`src/rtl/uart_tx_fifo.sv`:
```
`timescale 1ns/1ps
`default_nettype none
// ============================================================================
//  Module   : uart_tx_fifo
//  Purpose  : Byte FIFO plus launch FSM sitting in front of a UART transmitter.
//             The bus side pushes bytes. The FSM pops one byte at a time,
//             presents it on byte_tx with a single-cycle start_tx pulse, and
//             paces the next launch on the UART's done_tx idle flag. The result
//             is back-to-back serial output without per-byte software polling.
//  Ports    : clk       - system clock, rising edge
//             arstn     - asynchronous active-low reset
//             wr_en     - push request
//             wr_data   - byte to push
//             flush     - synchronous clear of FIFO contents
//             full      - FIFO holds DEPTH bytes (registered)
//             level     - bytes stored, 0..DEPTH (registered)
//             overflow  - 1-cycle pulse, push dropped because full
//             busy      - bytes queued or a launch still in progress
//             byte_tx   - byte presented to the UART (registered)
//             start_tx  - 1-cycle launch pulse to the UART
//             done_tx   - UART idle flag
//  Revision : 1.0 - initial release
// ============================================================================
module uart_tx_fifo #(
  parameter  int DEPTH = 16,
  localparam int AW    = $clog2(DEPTH)
) (
  input  logic          clk,
  input  logic          arstn,
  input  logic          wr_en,
  input  logic [7:0]    wr_data,
  input  logic          flush,
  output logic          full,
  output logic [AW:0]   level,
  output logic          overflow,
  output logic          busy,
  output logic [7:0]    byte_tx,
  output logic          start_tx,
  input  logic          done_tx
);

  typedef enum logic [1:0] {
    S_IDLE = 2'd0,
    S_ACK  = 2'd1,
    S_BUSY = 2'd2
  } state_t;

  localparam logic [AW:0] c_level_last_free = (AW+1)'(DEPTH - 1);

  logic [7:0]    r_mem [DEPTH];
  logic [AW-1:0] r_wr_ptr;
  logic [AW-1:0] r_rd_ptr;
  state_t        r_state;

  logic w_push;
  logic w_pop;

  // full is the registered flag, so a full FIFO rejects a push even when the
  // FSM pops on the same edge. flush wins over both push and pop.
  assign w_push = wr_en & ~full & ~flush;
  assign w_pop  = (r_state == S_IDLE) & (level != '0) & done_tx & ~flush;

  assign busy = (level != '0) | (r_state != S_IDLE);

  // Storage carries no reset; only the pointers define what is valid.
  always_ff @(posedge clk) begin
    if (w_push) begin
      r_mem[r_wr_ptr] <= wr_data;
    end
  end

  // Pointers, occupancy and overflow pulse.
  always_ff @(posedge clk or negedge arstn) begin
    if (!arstn) begin
      r_wr_ptr <= '0;
      r_rd_ptr <= '0;
      level    <= '0;
      full     <= 1'b0;
      overflow <= 1'b0;
    end else begin
      // A push squashed by flush is not reported as an overflow.
      overflow <= wr_en & full & ~flush;
      if (flush) begin
        r_wr_ptr <= '0;
        r_rd_ptr <= '0;
        level    <= '0;
        full     <= 1'b0;
      end else begin
        if (w_push) begin
          r_wr_ptr <= r_wr_ptr + 1'b1;
        end
        if (w_pop) begin
          r_rd_ptr <= r_rd_ptr + 1'b1;
        end
        case ({w_push, w_pop})
          2'b10: begin
            level <= level + 1'b1;
            full  <= (level == c_level_last_free);
          end
          2'b01: begin
            level <= level - 1'b1;
            full  <= 1'b0;
          end
          default: ;
        endcase
      end
    end
  end

  // Launch FSM. The pop itself is qualified by w_pop so FIFO bookkeeping and
  // the launch always agree on the same edge.
  always_ff @(posedge clk or negedge arstn) begin
    if (!arstn) begin
      r_state  <= S_IDLE;
      start_tx <= 1'b0;
      byte_tx  <= 8'h00;
    end else begin
      case (r_state)
        S_IDLE: begin
          start_tx <= 1'b0;
          if (w_pop) begin
            byte_tx  <= r_mem[r_rd_ptr];
            start_tx <= 1'b1;
            r_state  <= S_ACK;
          end
        end
        S_ACK: begin
          // Wait for the UART to drop its idle flag; no timeout by design.
          start_tx <= 1'b0;
          if (!done_tx) begin
            r_state <= S_BUSY;
          end
        end
        S_BUSY: begin
          start_tx <= 1'b0;
          if (done_tx) begin
            r_state <= S_IDLE;
          end
        end
        default: begin
          start_tx <= 1'b0;
          r_state  <= S_IDLE;
        end
      endcase
    end
  end

endmodule
`default_nettype wire
```
`config.mk`:
```
export PLATFORM = sky130hd
export DESIGN_NAME = uart_tx_fifo
export DESIGN_NICKNAME = d
export VERILOG_FILES = /design/src/rtl/uart_tx_fifo.sv
export SDC_FILE = /design/constraint.sdc
export NUM_CORES = 1
export LEC_CHECK = 0
export BUFFER_PORTS_ARGS = -buffer_cell sky130_fd_sc_hd__buf_2
export CORE_MARGIN = 1.5
export CORE_UTILIZATION = 55
export DETAILED_ROUTE_END_ITERATION = 16
export MAX_ROUTING_LAYER = met4
export PLACE_DENSITY_LB_ADDON = 0.12
export SLEW_MARGIN = 20
export SYNTH_ARGS = -nofsm -noshare
export SYNTH_HDL_FRONTEND = slang
export SYNTH_SLANG_ARGS = --single-unit
```
`constraint.sdc`:
```
create_clock -name clk -period 2.6 [get_ports clk]
set_input_delay 0.39 -clock clk [delete_from_list [all_inputs] [get_ports clk]]
set_output_delay 0.39 -clock clk [all_outputs]
set_load 0.05 [all_outputs]
```
# == Word-level counts from Yosys, hierarchy flattened ==
# Memory sizes are Yosys's and may differ from the RTL's. A register that Yosys moved wholly into a read port is not among the register bits.
# Index checks and enable logic that the tools add are counted.
# word_totals
reg_bits,18
latch_bits,0
mem_bits_rw,128
rom_bits,0
inputBits,13
out_inout_bits,17
wordCells,55
n_memories,1
# classes
addsub,4
mul,0
div_mod_pow,0
order_cmp,0
eq_ne,8
shift,0
muxes,16
bitwise_logic,10
n_reduce_logical,9
# mem_list
name,depth,width,read_ports,rd_clocked_by_memory_dff,write_ports,line_no,text
r_mem,16,8,1,1,1,50,logic [7:0] r_mem [DEPTH];
# op_table
cell,count
4-bit 2-to-1 mux,4
5-bit case mux with 2 select lines,1
4-bit by 1-bit adder with 4-bit output (second input constant),2
1-bit bitwise AND,7
2-bit 2-to-1 mux,3
2-bit inequality test (second input constant),3
2-bit case mux with 3 select lines,1
2-bit nonzero test,3
5-bit by 1-bit adder with 5-bit output (second input constant),1
5-bit by 4-bit == test with 1-bit output (second input constant),1
1-bit 2-to-1 mux,5
5-bit 2-to-1 mux,1
5-bit nonzero test,1
5-bit by 1-bit subtractor with 5-bit output (second input constant),1
2-bit by 1-bit == test with 1-bit output (second input constant),2
2-bit == test (second input constant),2
3-bit AND reduction,1
3-bit nonzero test,1
2-bit logical NOT,1
1-bit NOT,2
1-bit case mux with 2 select lines,1
2-bit AND reduction,1
1-bit logical NOT,1
1-bit OR,1

# == Logic depth before layout (Yosys ltp) ==
# Gate-level depths: netlist (run 1).
# depth
word_depth,7
mapped_depth,11
depth_no_buf,10

# == Least setup slack after synthesis (run 1) ==
# No wires, ideal clock.
# synth_timing
kind,register -> register
startpoint,reg level[0]
endpoint,reg level[4]
setup_ns,0.128
arrival_time_ns,2.642
required_ns,2.472
path_slack_ns,-0.170
path_stages_with_launch,11
n_path_buf,0
period_less_slack_ns,2.770
path_cell_list,dfrtp_1 nor4_2 and2_1 nor2b_1 xor2_1 ha_1 or2_0 nor3b_1 o221ai_1 a21oi_1 mux2_1
# synth_between
elab_chain_len,7
elab_cells_between_ends,11
classes_between,add/sub: 2; eq/ne: 2; mux: 2; bitwise: 3; reduce/logical: 2
# synth_lines
item,line_no,text
start: declaration,34,"output logic [AW:0] level,"
start signal: assignment,97,level <= level + 1'b1;
start signal: assignment,101,level <= level - 1'b1;
5-bit nonzero test,61,assign w_pop = (r_state == S_IDLE) & (level != '0) & done_tx & ~flush;
1-bit bitwise AND (3 in series),61,
2-bit by 1-bit == test with 1-bit output / 2-bit == test (equally long branches),95,"case ({w_push, w_pop})"
5-bit case mux with 2 select lines,95,
5-bit 2-to-1 mux,83,if (flush) begin
# Several ways; a longest one is shown, not always the timed one.
# A chain may end at the register's enable or synchronous reset.

# == Worst setup path after layout (run 1) ==
# layout_timing
startpoint,reg r_state[1]
endpoint,reg level[4]
# layout_between
elab_chain_len,7
elab_cells_between_ends,9
classes_between,eq/ne: 2; mux: 2; bitwise: 3; reduce/logical: 2
# layout_lines
item,line_no,text
start: declaration,53,state_t r_state;
start signal: assignment,114,r_state <= S_IDLE;
start signal: assignment,124,r_state <= S_ACK;
start signal: assignment,131,r_state <= S_BUSY;
2-bit logical NOT *,61,
1-bit bitwise AND * (3 in series),61,
2-bit by 1-bit == test with 1-bit output / 2-bit == test (equally long branches),95,
5-bit case mux with 2 select lines,95,
5-bit 2-to-1 mux,83,
# Mark *: on every way between the ends. The rest lies on a longest branch, timed or not.

==> results.toml, run 1 <==
[final_layout]
drive_above_1_share_pct = 30.5
area_growth_pct = 15.6
n_fill_cell = 750
n_antenna_cell = 0
fin_area_sq_mm = 0.00725
nNetsFinal = 413

[clock_network]
hold_buffers = 0
htreeDepth = 4
numCtsBuffers = 17
clock_latency_ns = 0.42
clock_path_buffers = 2
cts_root_buf = "clkbuf_16"
cts_tree = "done"
path_clk_slew_ns = 0.06
clkSinkCount = 154

[yosys]
yosysTopAreaCellShare_pct = 61.3
synth.net_count = 364
synth_most_common_cell = "edfxtp_1"
synth_edf_count = 128
netlist_area_sq_mm = 0.00627
syn_area_per_cell_sq_um = 18.2
yosysTopAreaCell = "edfxtp_1"
seq_area_frac_synth_pct = 71.7
ys_ff_latch = 154
synthArstFlopShare_pct = 16.9
synth_commonest_cells = "edfxtp_1, mux4_2, dfrtp_1, nand2_1"
ys.warnings.count = 0
syn_inst = 344
synthFlopType = "edfxtp_1"
synth_area_leaders = "edfxtp_1, mux4_2, dfrtp_1"
synth_cell_types = 42

[floorplanning]
io_pins = 30
dieHeight_um = 110
rows = 38
die_area_sq_mm = 0.0121
start_util_pct = 57.1
core-area_sq_mm = 0.0110
die_w_um = 110

[setup_path]
slowest_stage = "dfrtp_1"
cp_max_fo = 4
worstPathRequired_ns = 2.90
r2r_setup_slack_ns = 0.11
timing.rr.start = "r_state[1]$_DFFE_PN0P_"
critPathBufInv = 0
path_cells = "or3b_4, nor3_4, nor2b_4, xor2_1, ha_2, or2_1, nor3b_2, o221ai_1, a21oi_1, mux2_1"
slowest_delay_ns = 0.41
critPathKind = "reg2reg"
rr_worst_depth = 10
start_kind = "register"
cp_num_cells = 10
endpoint_kind = "register"
rr_endpoint = "level[4]$_DFFE_PN0P_"
critical_path.top_delay_family = "simple AND/OR/NAND/NOR gates"
critPathArrivalTime_ns = 2.79

[placed_design]
numPortBuffers = 29
finalWeightedCongestion = 0.796
place_area_sq_mm = 0.00668
dp_hpwl_mm = 7.36

[status]
violations = "hold timing"
outcome = "finished with violations"

[sta]
period_share_pct = 95.9
setup_viol = 0
maxSlewViolCount = 0
timing_hold_violations_final = 15
maxSlewHeadroom_pct = 48.2
hold_slack_ns = -0.00801
rsz0062_at_grt = "true"
fmaxAchievable_mhz = 401
worst_slew_pin_slew_ns = 0.777
layout_min_cycle_time_ns = 2.49
final.setup_skew_ns = 0.00855

[pwr]
p_per_area_mw_per_mm2 = 973
p_sw_share_pct = 31.0
ir_worst_vdd_mv = 1.21
leakagePower_nw = 2.50
switchingPower_w = 0.00218
seq_power_share_pct = 41.9
pwr-share-comb_pct = 25.6
pwr-share-clk_pct = 32.5
p_int_w = 0.00487

[route]
antenna_left = 0
drt_iter0_markers = 274
drt_pre_antenna_iters = 5
drt-total-wl_mm = 11.9
post_drt_wl_per_cell_um = 21.8
via_count = 3199
drcViolationCount = 0
routed_via_density = 5.86

[job]
maxCapViolCount = 0

[grt]
gr-usage-all-layers_pct = 23.3
grt_pass1_vias = 3295
grt_overflow_total = 0
antenna_found_initial = 0
grt_max_degree = 36
grt_pass1_wl_mm = 18.6

[min_path]
min_path_type = "in2async"
[registers in the layout (all words and copies together), names as in the netlist]
register / cells
level: 5
r_wr_ptr: 4
r_mem: 128
r_rd_ptr: 4
overflow: 1
byte_tx: 8
r_state: 2
full: 1
start_tx: 1
[how the worst max path moves through the flow]
stage | startpoint | endpoint | slack (ns)
floorplan | level[3]$_DFFE_PN0P_ | level[4]$_DFFE_PN0P_ | 0.004
global placement | done_tx | level[4]$_DFFE_PN0P_ | -0.01
detailed placement | done_tx | level[4]$_DFFE_PN0P_ | -0.06
CTS | r_state[1]$_DFFE_PN0P_ | level[4]$_DFFE_PN0P_ | 0.006
global route | r_state[1]$_DFFE_PN0P_ | level[4]$_DFFE_PN0P_ | -0.04
finish | r_state[1]$_DFFE_PN0P_ | level[4]$_DFFE_PN0P_ | 0.11
[per-stage QoR]
stage	total power, W	TNS (ns)	util [%]	instances	worst slack, ns
6_report	0.00705	0	66.0	546	0.106
5_1_grt	0.00736	-0.0373	66.0	546	-0.0373
4_1_cts	0.00709	0	65.8	546	0.00633
3_5_place_dp	0.00482	-0.0570	60.8	514	-0.0570
3_3_place_gp	0.00479	-0.0105	60.8	514	-0.0105
2_1_floorplan	0.00434	0	-	344	0.00438
[cell type report]
| cell class | instances | area, sq um | area share (%) |
|---|---|---|---|
| sequential | 154 | 4500 | 62.1 |
| multi-input combinational | 169 | 1700 | 23.5 |
| clock buffer | 17 | 425 | 5.87 |
| timing repair buffer | 47 | 305 | 4.21 |
| tap | 140 | 175 | 2.42 |
| clock inverter | 15 | 125 | 1.73 |
| inverter | 4 | 15.0 | 0.207 |
[cells by family (layout without fill, tap and decap cells)]
kind of cell | count (synthesis) | after routing | synth area share [%]
AO/OA/AOI/OAI | 23 | 23 | 2.77
XOR/XNOR | 9 | 9 | 1.38
adder cells (fa/ha/maj) | 7 | 7 | 1.40
buffers and inverters | 21 | 83 | 1.58
flip-flops | 154 | 154 | 71.7
multiplexers | 50 | 50 | 14.4
AND/OR/NAND/NOR | 80 | 80 | 6.82
[routing by layer]
layer / wire length [um] / global-route usage [%]
met1: 5170 / 29.9
met2: 5900 / 36.3
met3: 709 / 5.93
met4: 144 / 8.26
met5: 0 / -
[cell usage in the layout, fill, tap and decap left out, types with 3 or more instances in the layout]
master	n
clkinvlp_4	3
dfrtp_2	4
nand2_1	20
edfxtp_1	128
ha_1	6
mux2i_1	17
buf_4	16
a21oi_1	6
buf_2	29
dfrtp_1	22
nor3_1	8
xor2_1	6
nand2b_1	3
clkbuf_16	17
inv_1	3
a31oi_1	3
clkinv_1	3
nor2_1	17
o221ai_1	9
and2_1	14
clkinv_2	3
mux4_2	32
[power groups by stage]
stage               registers, W  clock network, W  logic [W]
global placement         0.00300                 0    0.00179
detailed placement       0.00301                 0    0.00181
global route             0.00297           0.00242    0.00197
CTS                      0.00295           0.00232    0.00182
floorplan                0.00329                 0    0.00105
finish                   0.00295           0.00229    0.00181
[repair_timing]
action                     4_1_cts  5_1_grt
resized for setup                0        5
buffers inserted                 0        0
setup endpoints to repair        0        2
[worst register-to-register path: stages, from the launching register on]
cell	delay (ns)
dfrtp_1	0.41
or3b_4	0.41
nor3_4	0.14
nor2b_4	0.18
xor2_1	0.16
ha_2	0.19
or2_1	0.11
nor3b_2	0.15
o221ai_1	0.13
a21oi_1	0.17
mux2_1	0.33
(Power assumes the default switching activity.)
==> inputs of run 2 (changes only) <==
--- a/config.mk
+++ b/config.mk
@@ -6,6 +6,7 @@
 export NUM_CORES = 1
 export LEC_CHECK = 0
 export BUFFER_PORTS_ARGS = -buffer_cell sky130_fd_sc_hd__buf_2
+export CORE_ASPECT_RATIO = 1.5
 export CORE_MARGIN = 1.5
 export CORE_UTILIZATION = 55
 export DETAILED_ROUTE_END_ITERATION = 16
==> run 2 against run 1 <==
Effect of this change:
- the flow still finishes with violations (hold timing)
- wire length rose by 2.3%
- first-iteration DRC count shrank 15%
- non-clock buffer count up 11
- hold slack worse by 0.013 ns
- setup slack worse by 0.043 ns
- total power is 0.90% higher
- die area up 0.11%
- flip-flop and latch count unchanged
- cell count up 3.3%
- critical path type unchanged
- highest routed layer unchanged
==> results.toml, run 2 (synthesized netlist as in run 1, its figures left out) <==
[sta]
worst_slack_ns = 0.0634
worst_slew_pin_slew_ns = 0.616
setup_viol = 0
fmaxAchievable_mhz = 394
rsz0062_at_grt = "true"
maxSlewViolCount = 0
tns_ns = 0
maxSlewHeadroom_pct = 59.0
layout_min_cycle_time_ns = 2.54
timing_hold_violations_final = 10
period_share_pct = 97.6
hold_slack_ns = -0.0206
final.setup_skew_ns = 0.0133

[route]
post_drt_wl_per_cell_um = 21.6
routed_via_density = 5.80
via_count = 3271
drt_iter0_markers = 232
drt_pre_antenna_iters = 4
drcViolationCount = 0
antenna_left = 0
drt-total-wl_mm = 12.2

[setup_path]
critPathBufInv = 0
critPathArrivalTime_ns = 2.82
worstPathRequired_ns = 2.89
r2r_setup_slack_ns = 0.06
critPathKind = "reg2reg"
cp_max_fo = 4
start_kind = "register"
slowest_delay_ns = 0.42
slowest_stage = "dfrtp_2"
critical_path.top_delay_family = "simple AND/OR/NAND/NOR gates"
path_cells = "nor4_4, and2_1, nor2b_4, xor2_1, ha_1, or2_0, nor3b_2, o221ai_1, a21oi_1, mux2_1"
endpoint_kind = "register"

[final_layout]
area_growth_pct = 16.7
nNetsFinal = 424
final_cell_mix = "edfxtp_1, mux4_2, buf_2, buf_4, dfrtp_1"
reg.largest.list = "r_mem x128, byte_tx x8, level x5"
drive_above_1_share_pct = 32.9
fin_area_sq_mm = 0.00732
n_antenna_cell = 0
stdcell_count = 564
final_common_cell = "edfxtp_1"
largest-register = "r_mem"
largest_register_ffs = 128

[floorplanning]
dieHeight_um = 134
start_util_pct = 56.7
io_pins = 30
rows = 47
core-area_sq_mm = 0.0111
die_area_sq_mm = 0.0121
die_w_um = 90.2

[min_path]
min_path_type = "in2async"

[placed_design]
numPortBuffers = 29
place_inst = 530
dp_hpwl_mm = 7.86
finalWeightedCongestion = 0.801
place_ws_ns = -0.132
place_area_sq_mm = 0.00675

[grt]
gr-usage-all-layers_pct = 22.5
grt_overflow_total = 0
grt_max_degree = 35
grt_pass1_vias = 3398
antenna_found_initial = 0
grt_pass1_wl_mm = 19.0

[clock_network]
clock_latency_ns = 0.41
clkSinkCount = 154
numCtsBuffers = 17
htreeDepth = 4
cts_root_buf = "clkbuf_16"
path_clk_slew_ns = 0.07
cts_tree = "done"
clock_path_buffers = 2

[pwr]
ir_worst_vdd_mv = 0.512
p_per_area_mw_per_mm2 = 972
leakagePower_nw = 2.55
power_w = 0.00711

[status]
outcome = "finished with violations"
violations = "hold timing"

[job]
maxCapViolCount = 0
## run 2: cell count changes in the layout (fill, tap and decap cells not counted)
cell / delta
bufinv_16: -1
clkinv_1: -3
or2_0: +1
clkinvlp_4: +1
ha_2: -1
inv_6: +3
buf_12: -1
ha_1: +1
buf_4: +12
or2_1: -1
## run 2: path summary, 6_finish.rpt
kind,depth (start not counted),startpoint,end
worst max register to register,10,level[1]$_DFFE_PN0P_,level[4]$_DFFE_PN0P_
worst max-delay path,10,level[1]$_DFFE_PN0P_,level[4]$_DFFE_PN0P_
min in group clk,2,done_tx,r_state[1]$_DFFE_PN0P_
worst min register to register,2,byte_tx[6]$_DFFE_PN0P_,byte_tx[6]$_DFFE_PN0P_
worst min-delay path,1,arstn,overflow$_DFF_PN0_
max in group asynchronous,1,arstn,r_rd_ptr[0]$_DFFE_PN0P_
## run 2: final cells by class
cell class	instances	area, sq um
tap	147	184
inverter	4	15.0
timing repair buffer	58	375
fill	811	3740
multi-input combinational	169	1700
clock buffer	17	425
clock inverter	15	118
sequential	154	4500
## run 2: what timing repair did
action / CTS / global route
buffers inserted: 0 / 2
endpoints found under the setup margin: 1 / 1
gates resized for setup: 1 / 2
hold buffers: 0 / 0
pin swaps: 0 / 1
hold endpoints to repair: 0 / 0
## run 2: routing by layer
| metal | vias to the layer above | track usage (%) | wire, um |
|---|---|---|---|
| li1 | 1472 | - | - |
| met5 | - | - | 0 |
| met4 | 0 | 10.4 | 286 |
| met1 | 1684 | 26.0 | 4560 |
| met3 | 14 | 3.85 | 521 |
| met2 | 101 | 38.5 | 6830 |
## run 2: metrics by stage
step,util [%],hold slack (ns)
floorplan,-,0.0944
global route,66.2,0.0268
finish,66.2,-0.0206
detailed placement,61.0,0.434
global placement,61.0,0.433
CTS,65.9,0.0000680
## run 2: power breakdown
part | internal (W) | switching, W | leakage (nW)
clock | 0.00124 | 0.000988 | 0.259
sequential | 0.00281 | 0.000164 | 1.49
combinational | 0.000819 | 0.00109 | 0.801
total | 0.00487 | 0.00225 | 2.55
==> inputs of run 3 (changes only) <==
--- a/config.mk
+++ b/config.mk
@@ -10,7 +10,6 @@
 export CORE_MARGIN = 1.5
 export CORE_UTILIZATION = 55
 export DETAILED_ROUTE_END_ITERATION = 16
-export MAX_ROUTING_LAYER = met4
 export PLACE_DENSITY_LB_ADDON = 0.12
 export SLEW_MARGIN = 20
 export SYNTH_ARGS = -nofsm -noshare
==> run 3 against run 2 <==
Effect of this change:
- the flow still finishes with violations (hold timing)
- combinational power about the same
- sequential power about the same
- core utilization is the same
- via count about the same
- first-iteration DRC count is 13% lower
- critical path depth did not move
- global-route usage is 0.70 points lower
- clock power about the same
- wire length is 0.41% lower
- cell count is the same
- total power shrank 0.10%
==> results.toml, run 3 (synthesized netlist as in run 1, its figures left out) <==
[floorplanning]
core-area_sq_mm = 0.0111
dieHeight_um = 134
start_util_pct = 56.7
die_w_um = 90.2
die_area_sq_mm = 0.0121
rows = 47
io_pins = 30

[setup_path]
start_kind = "register"
critPathKind = "reg2reg"
slowest_stage = "or3b_4"
critPathArrivalTime_ns = 2.81
cp_max_fo = 2
worstPathRequired_ns = 2.89
slowest_delay_ns = 0.42
path_cells = "or3b_4, nor3_4, nor2b_4, xor2_1, ha_1, or2_0, nor3b_2, o221ai_1, a21oi_1, mux2_1"
critPathBufInv = 0
critical_path.top_delay_family = "simple AND/OR/NAND/NOR gates"
endpoint_kind = "register"

[clock_network]
path_clk_slew_ns = 0.06
cts_tree = "done"
hold_buffers = 0
clock_path_buffers = 2
clock_latency_ns = 0.41
cts_root_buf = "clkbuf_16"
htreeDepth = 4
numCtsBuffers = 17
clkSinkCount = 154

[placed_design]
finalWeightedCongestion = 0.790
place_ws_ns = -0.132
numPortBuffers = 29
dp_hpwl_mm = 7.86
place_inst = 530

[route]
post_drt_wl_per_cell_um = 21.5
drt_iter0_markers = 202
via_count = 3269
drcViolationCount = 0
routed_via_density = 5.80
antenna_left = 0
drt-total-wl_mm = 12.1
drt_pre_antenna_iters = 4

[sta]
final.setup_skew_ns = 0.00756
fmaxAchievable_mhz = 396
setup_viol = 0
worst_slack_ns = 0.0751
worst_slew_pin_slew_ns = 0.621
maxSlewViolCount = 0
rsz0062_at_grt = "true"
hold_slack_ns = -0.0128
maxSlewHeadroom_pct = 58.6
period_share_pct = 97.1
layout_min_cycle_time_ns = 2.52
timing_hold_violations_final = 9

[final_layout]
n_fill_cell = 811
drive_above_1_share_pct = 32.9
final_cell_mix = "edfxtp_1, mux4_2, buf_2, buf_4, dfrtp_1"
n_antenna_cell = 0
largest-register = "r_mem"
largest_register_ffs = 128
area_growth_pct = 16.7
stdcell_count = 564
nNetsFinal = 424
final_common_cell = "edfxtp_1"
utilization_pct = 66.2
reg.largest.list = "r_mem x128, byte_tx x8, level x5"

[pwr]
seq_power_share_pct = 41.9
power_w = 0.00710
p_per_area_mw_per_mm2 = 971
p_int_w = 0.00487
pwr-share-comb_pct = 26.9
switchingPower_w = 0.00224
p_sw_share_pct = 31.5
ir_worst_vdd_mv = 0.509
leakagePower_nw = 2.55
pwr-share-clk_pct = 31.2

[status]
violations = "hold timing"
outcome = "finished with violations"

[grt]
grt_overflow_total = 0
grt_pass1_wl_mm = 19.0
gr-usage-all-layers_pct = 21.8
antenna_found_initial = 0
grt_max_degree = 35
grt_pass1_vias = 3408

[min_path]
min_path_type = "in2async"

[job]
maxCapViolCount = 0
## run 3: cell counts in the layout (fill, tap and decap cells not counted)
No cell type changed its count.
## run 3: cell type report
type | instances | area (sq um) | share of cell area (%)
clock buffers | 17 | 425 | 5.81
repair buffers | 58 | 375 | 5.13
clock inverters | 15 | 118 | 1.61
inverters | 4 | 15.0 | 0.205
flip-flops and latches | 154 | 4500 | 61.5
multi-input cells | 169 | 1700 | 23.2
well taps | 147 | 184 | 2.51
## run 3: stage by stage
step | TNS (ns) | area (sq um)
after floorplan | 0 | 6280
after global placement | -0.0275 | 6750
after detailed placement | -0.132 | 6750
after CTS | 0 | 7290
after global routing | -0.105 | 7320
final | 0 | 7320
## run 3: power by group through the flow
stage,logic (W),clock network [W],registers (W)
2_1_floorplan,0.00105,0,0.00329
3_3_place_gp,0.00185,0,0.00302
3_5_place_dp,0.00187,0,0.00303
4_1_cts,0.00188,0.00225,0.00298
5_1_grt,0.00205,0.00234,0.00299
6_report,0.00191,0.00222,0.00297
## run 3: final timing paths
kind | cells past startpoint | end | slack, ns | start
max in group asynchronous | 1 | r_rd_ptr[0]$_DFFE_PN0P_ | 2.16 | arstn
min | 1 | r_rd_ptr[2]$_DFFE_PN0P_ | -0.01 | arstn
max | 10 | level[4]$_DFFE_PN0P_ | 0.08 | r_state[0]$_DFFE_PN0P_
max reg2reg | 10 | level[4]$_DFFE_PN0P_ | 0.08 | r_state[0]$_DFFE_PN0P_
min reg2reg | 2 | byte_tx[6]$_DFFE_PN0P_ | 0.49 | byte_tx[6]$_DFFE_PN0P_
min in group clk | 2 | r_state[1]$_DFFE_PN0P_ | 0.16 | done_tx
## run 3: layer usage
| metal | share of wire, % | vias up | GRT usage (%) |
|---|---|---|---|
| met2 | 55 | 79 | 38.4 |
| met3 | 3.4 | 19 | 3.91 |
| met1 | 39 | 1692 | 26.0 |
| li1 | - | 1479 | - |
| met4 | 2.7 | 0 | 10.4 |
| met5 | 0 | - | 0 |
## run 3: what timing repair did
action	in CTS	in global routing
pin swaps	0	1
endpoints found under the hold margin	0	0
gates resized for setup	1	2
gates cloned	0	0
buffers inserted	0	2
endpoints found under the setup margin	1	1
